File: src/rtl/music_box_pkg.sv
// Shared constants and channel state encoding for the music box input debouncer.
// Channel indices map the GPIO bit order onto the state controller inputs.
package music_box_pkg;

  localparam int CHANNELS_DEF     = 10;
  localparam int TICK_DIVIDE_DEF  = 50000;
  localparam int STABLE_TICKS_DEF = 20;

  localparam int PLAY_SONG0     = 0;
  localparam int PLAY_SONG1     = 1;
  localparam int MAKE_RECORDING = 2;
  localparam int PLAY_RECORDING = 3;
  localparam int MUSIC_KEY_BASE = 4;

  localparam int CNT_W = 8;

  typedef enum logic [1:0] {
    CH_RELEASED        = 2'd0,
    CH_PRESS_PENDING   = 2'd1,
    CH_HELD            = 2'd2,
    CH_RELEASE_PENDING = 2'd3
  } ch_state_e;

endpackage

File: src/rtl/debounce_channel.sv
// One debounced input: 2-flop synchronizer, 4-state accept FSM and tick counter.
// A new level is accepted only after STABLE_TICKS consecutive differing sample ticks.
module debounce_channel
  import music_box_pkg::*;
#(
  parameter int STABLE_TICKS = STABLE_TICKS_DEF
) (
  input  logic clk,
  input  logic rst_n,
  input  logic raw_n,
  input  logic tick,
  output logic debounced_n,
  output logic press_pulse,
  output logic release_pulse
);

  localparam logic [CNT_W-1:0] ST_C = CNT_W'(STABLE_TICKS);

  logic [1:0]       sync_q, sync_d;
  ch_state_e        state_q, state_d;
  logic [CNT_W-1:0] cnt_q, cnt_d;
  logic [CNT_W-1:0] cnt_inc;
  logic             press_q, press_d;
  logic             release_q, release_d;
  logic             sync_n;

  assign sync_d  = {sync_q[0], raw_n};
  assign sync_n  = sync_q[1];
  assign cnt_inc = cnt_q + CNT_W'(1);

  always_comb begin
    state_d   = state_q;
    cnt_d     = cnt_q;
    press_d   = 1'b0;
    release_d = 1'b0;
    case (state_q)
      CH_RELEASED: begin
        if (!sync_n) begin
          state_d = CH_PRESS_PENDING;
          cnt_d   = '0;
        end
      end
      CH_PRESS_PENDING: begin
        // a bounce back to the accepted level discards the partial count
        if (sync_n) begin
          state_d = CH_RELEASED;
          cnt_d   = '0;
        end else if (tick) begin
          if (cnt_inc == ST_C) begin
            state_d = CH_HELD;
            cnt_d   = '0;
            press_d = 1'b1;
          end else begin
            cnt_d = cnt_inc;
          end
        end
      end
      CH_HELD: begin
        if (sync_n) begin
          state_d = CH_RELEASE_PENDING;
          cnt_d   = '0;
        end
      end
      CH_RELEASE_PENDING: begin
        if (!sync_n) begin
          state_d = CH_HELD;
          cnt_d   = '0;
        end else if (tick) begin
          if (cnt_inc == ST_C) begin
            state_d   = CH_RELEASED;
            cnt_d     = '0;
            release_d = 1'b1;
          end else begin
            cnt_d = cnt_inc;
          end
        end
      end
      default: begin
        state_d = CH_RELEASED;
        cnt_d   = '0;
      end
    endcase
  end

  always_ff @(posedge clk or negedge rst_n) begin
    if (!rst_n) begin
      sync_q    <= 2'b11;
      state_q   <= CH_RELEASED;
      cnt_q     <= '0;
      press_q   <= 1'b0;
      release_q <= 1'b0;
    end else begin
      sync_q    <= sync_d;
      state_q   <= state_d;
      cnt_q     <= cnt_d;
      press_q   <= press_d;
      release_q <= release_d;
    end
  end

  // Filtered level follows the state register directly, so it flips on the accept edge.
  assign debounced_n   = !((state_q == CH_HELD) || (state_q == CH_RELEASE_PENDING));
  assign press_pulse   = press_q;
  assign release_pulse = release_q;

endmodule

File: src/rtl/music_box_input_debouncer.sv
// Debouncer for the music box buttons and keys: shared sample-tick prescaler
// plus one independent debounce_channel per active-low input.
module music_box_input_debouncer
  import music_box_pkg::*;
#(
  parameter int CHANNELS     = CHANNELS_DEF,
  parameter int TICK_DIVIDE  = TICK_DIVIDE_DEF,
  parameter int STABLE_TICKS = STABLE_TICKS_DEF
) (
  input  logic                clock_50Mhz,
  input  logic                reset_n,
  input  logic [CHANNELS-1:0] raw_buttons_n,
  output logic [CHANNELS-1:0] debounced_n,
  output logic [CHANNELS-1:0] press_pulse,
  output logic [CHANNELS-1:0] release_pulse,
  output logic                sample_tick
);

  localparam int PW = (TICK_DIVIDE > 1) ? $clog2(TICK_DIVIDE) : 1;
  localparam logic [PW-1:0] PRESC_LAST = PW'(TICK_DIVIDE - 1);

  logic [PW-1:0] presc_q, presc_d;

  assign sample_tick = (presc_q == PRESC_LAST);

  always_comb begin
    presc_d = presc_q + PW'(1);
    if (presc_q == PRESC_LAST) presc_d = '0;
  end

  always_ff @(posedge clock_50Mhz or negedge reset_n) begin
    if (!reset_n) presc_q <= '0;
    else          presc_q <= presc_d;
  end

  for (genvar i = 0; i < CHANNELS; i++) begin : g_ch
    debounce_channel #(
      .STABLE_TICKS(STABLE_TICKS)
    ) u_ch (
      .clk          (clock_50Mhz),
      .rst_n        (reset_n),
      .raw_n        (raw_buttons_n[i]),
      .tick         (sample_tick),
      .debounced_n  (debounced_n[i]),
      .press_pulse  (press_pulse[i]),
      .release_pulse(release_pulse[i])
    );
  end

endmodule

File: config.mk
export PLATFORM = sky130hd
export DESIGN_NAME = music_box_input_debouncer
export DESIGN_NICKNAME = d
export VERILOG_FILES = /design/src/rtl/music_box_pkg.sv /design/src/rtl/debounce_channel.sv /design/src/rtl/music_box_input_debouncer.sv
export SDC_FILE = /design/constraint.sdc
export NUM_CORES = 1
export LEC_CHECK = 0
export CAP_MARGIN = 0
export CELL_PAD_IN_SITES_DETAIL_PLACEMENT = 0
export CELL_PAD_IN_SITES_GLOBAL_PLACEMENT = 1
export CORE_MARGIN = 10
export CORE_UTILIZATION = 30
export CTS_BUF_LIST = sky130_fd_sc_hd__clkbuf_8 sky130_fd_sc_hd__clkbuf_16
export DETAILED_ROUTE_END_ITERATION = 16
export PLACE_DENSITY = 0.66
export SETUP_SLACK_MARGIN = 0.1
export SLEW_MARGIN = 20
export SYNTH_ARGS = -nofsm -noshare
export SYNTH_HDL_FRONTEND = slang
export SYNTH_HIERARCHICAL = 1
export SYNTH_SLANG_ARGS = --single-unit
File: constraint.sdc
create_clock -name clock_50Mhz -period 2.59 [get_ports clock_50Mhz]
set_input_delay 0.518 -clock clock_50Mhz [delete_from_list [all_inputs] [get_ports clock_50Mhz]]
set_output_delay 0.518 -clock clock_50Mhz [all_outputs]
set_load 0.1 [all_outputs]
==> results.md <==
- Top flip-flop cell by instance count after synthesis: dfrtp_1
- Max-slew headroom: between 50% and 60%
- Instance count after placement with tap cells included: 1,270
- Total wire length: 18,400 um
- Final period util: about nine tenths
- CP max-delay cell: dfrtp_1
- Count of final max-slew check failures: 0
- DIE AREA: about 0.036 sq mm
- Number of unique standard cell types used by synthesis: 52
- Proportion of netlist area held by the largest area contributor: 39.4%
- Total gr overflow: 0
- Worst path required time: about 2100 ps
- Post-DP HPWL: between 10,000 and 15,000 um
- Number of rows created at floorplan: between 60 and 70
- Post-Synth Simple-Gate Area: roughly a quarter
- Chip width: ~190 um
- Syn-to-layout area delta: 13.8%
- Worst setup path category: reg -> out
- Cell Pwr Density: 514 mW/mm^2
- Chain of cells forming the critical path: ha_1, and3_4, and4_4, buf_4, buf_12
- Count of final hold-check violations: 0
- Overall via count from detail_route: between 6,000 and 7,000
- Adder and majority cell fraction of the synthesized area: under 10%
- Clock slew at reported path FFs: about 60 ps
- Max Cap Viol: 0
- Number of buffers created by CTS: 17
- Fraction of final layout cells sized beyond drive strength 1: between 15 and 20%
- CTS root buffer: clkbuf_16
- Number of antenna violations at the first check in global routing: 0
- Number of standard cells in the layout, taps in and fillers out: 1,304
- Worst Setup Start Kind: flop
- Number of detailed-route iterations in the first pass: 6
- Unrepaired setup endpoints after global routing: false
- Largest fanout on the critical path: 10
- IO buf count: 42
- DRC marker count from the first detailed-route iteration: ~460
- Post-Synthesis Net Count: approximately 920
- Largest vdd supply drop: 0.410 mV
- Number of sinks on the clock net: 156
- Final-layout setup total negative slack: 0 ps
- Top cell type by total area after synthesis: dfrtp_1
- Ys async rst share: between 90% and 100%
- Multiplexer area fraction after synthesis: between 2 and 2.5%
- Result of the run: complete, no violations
- Vias in the first global route: ~6,200
- Clock skew: around 14 ps
- Cell count after synthesis: around 900
- Residual DRC: 0
- Main combinational cell family by area after synthesis: simple AND/OR/NAND/NOR gates
- Detail Route Antenna Nets: 0
- Top area cells in the synthesized netlist: dfrtp_1 (39%), dfstp_2 (6.1%), xor2_1 (4.6%), nand2_1 (4.3%), nand3_1 (3.3%)
- Standard cell core area: 0.0285 sq mm
- Worst Hold Class: in -> async
- Min Clock Period, post-route: about 2400 ps
- Global-route wire length before repair: approximately 31,000 um
- Starting Density: 30.3%
- Cell family contributing the most delay on the critical path: simple AND/OR/NAND/NOR gates
- Top Ports: 43
- Worst Path Buf+Inv: 2
- Placer Congestion: about 0.80
- Synthesized area divided by synthesized cell count: roughly 9.6 sq um
- Insertion delay of the later-clocked pin in the worst-skew pair: 430 ps
- Slew at the pin closest to its max-slew limit: 651 ps
- Flop and latch count out of synthesis: 156
- TritonCTS clock tree: built
- XOR/XNOR share of the synthesized area: under 10%
- Number of buffers between clock root and the deepest sink: 2
- Vias per inst: 4.93
- Chip Height: ~190 um
- Per-cell routed wire length: between 10 and 15 um
- Largest net degree at the start of global routing: 67
- Number of enable-type register cells in the synthesized netlist: 0
- Final setup viols: 0
- Global router's overall resource usage: between 10% and 20%
- Deepest level of the CTS H-tree: 4
- Stage delay of the slowest cell on the critical path: 390 ps
- Proportion of synthesized chip area in sequential cells: 45.5%
- Total leakage power: around 4 nW
- Synth warnings: 6
- Achievable frequency: between 400 and 500 MHz
- Critical Path Sink Type: primary output
- Antenna Diode Count: 0
- Hold buffers post-CTS: 0
- Area of the mapped netlist: approximately 0.0086 sq mm
- Arrival @ worst endpoint: between 1500 and 2000 ps
- Count of nets after finishing: just over 900
- Synthesized-area fraction occupied by ao, oa, aoi and oai cells: a little under an eighth
-- path summary, 6_finish.rpt --
check	from	to	slack, ps	cells past startpoint
worst max-delay path	presc_q[0]	sample_tick	230	5
worst min-delay path	reset_n	g_ch[8].u_ch/cnt_q[5]	100	1
worst max register to register	presc_q[0]	g_ch[4].u_ch/cnt_q[0]	260	9
worst min register to register	g_ch[8].u_ch/sync_q[0]	g_ch[8].u_ch/sync_q[1]	360	0
max in group asynchronous	reset_n	g_ch[2].u_ch/sync_q[0]	1710	2
min in group clock_50Mhz	g_ch[8].u_ch/sync_q[0]	g_ch[8].u_ch/sync_q[1]	360	0
-- metrics by stage --
step	util, %	cell area (sq um)	hold slack (ps)	setup slack, ps	total power, mW
detailed placement	32.2	9210	347	293	2.75
floorplan	-	8640	222	243	2.63
global placement	32.2	9210	346	353	2.75
global route	34.4	9830	147	134	5.28
finish	34.4	9830	98.3	227	5.05
CTS	34.2	9770	124	136	5.15
-- repair_timing --
item | CTS | global route
endpoints found under the setup margin | 1 | 52
pin swaps | 1 | 0
buffers inserted | 1 | 0
cloned | 0 | 1
gates resized for setup | 0 | 8
-- synthesized netlist by cell type (3+ instances only) --
master and n:
o22ai_1 30, nor4b_1 3, dfstp_2 20, and2_1 13
nand2b_1 17, clkbuf_1 35, a21oi_1 26, a211o_1 8
or3b_1 7, and3_1 18, xnor2_1 30, and4_4 8
nor3b_2 8, mux2i_1 21, buf_6 16, nor2_1 50
nand4b_1 7, buf_2 17, a211oi_1 15, dfrtp_1 136
o211ai_1 15, a22oi_1 7, a21oi_2 7, nand3_1 57
and3_2 10, nor3_1 25, a31oi_1 4, or3_1 9
ha_1 11, nand4_1 41, xor2_1 45, and4_1 8
inv_1 23, nand2_1 98, o21ai_0 31
-- cell families after synthesis --
logic type,Yosys count
buffers and inverters,91
and+or+nand+nor,394
muxes,21
DFF,156
adders and majority gates,11
AOI/OAI and AO/OA,153
xor gates and xnor gates,75
-- sequential cells by signal (all words and copies together) (netlist names), named ones only --
| register | flops |
|---|---|
| presc_q | 16 |
| g_ch.u_ch/sync_q | 20 |
| g_ch.u_ch/state_q | 10 |
| g_ch.u_ch/press_pulse | 10 |
| g_ch.u_ch/release_pulse | 10 |
| g_ch.u_ch/cnt_q | 80 |
-- worst register-to-register path: stages, from the launching register on --
cell and delay, ps:
dfrtp_1 410, ha_1 230, and3_4 210, and4_4 190, buf_6 150, buf_16 170, and3_1 240, a211oi_1 330
a21oi_1 110, o21ai_0 200
-- area by class of cell --
| cell class | instances | area [sq um] |
|---|---|---|
| fillers | 2944 | 18700 |
| multi-input cells | 654 | 4250 |
| flip-flops and latches | 156 | 3930 |
| repair buffers | 55 | 524 |
| well taps | 384 | 480 |
| clock buffers | 20 | 467 |
| clock inverters | 12 | 90.1 |
| inverters | 23 | 86.3 |
-- where the power goes --
group	internal (mW)	switching [mW]
registers	2.47	0.0373
logic	0.0586	0.127
clock network	1.31	1.04
-- layout by cell type (no fill, tap or decap), types with 30 or more instances in the layout --
master / n
dfrtp_1: 136
nand2_1: 98
xnor2_1: 30
o22ai_1: 30
nor2_1: 50
xor2_1: 45
nand3_1: 57
nand4_1: 41
o21ai_0: 31
buf_4: 37
-- metal layers --
layer / track usage (%) / share of wire (%) / up-vias
met5: 0 / 0 / -
met4: 2.78 / 0.85 / 0
met3: 2.56 / 3.4 / 8
met2: 15.8 / 45 / 95
met1: 14.0 / 51 / 3092
li1: - / - / 3237
No activity file was read; power rests on OpenSTA's default activity.
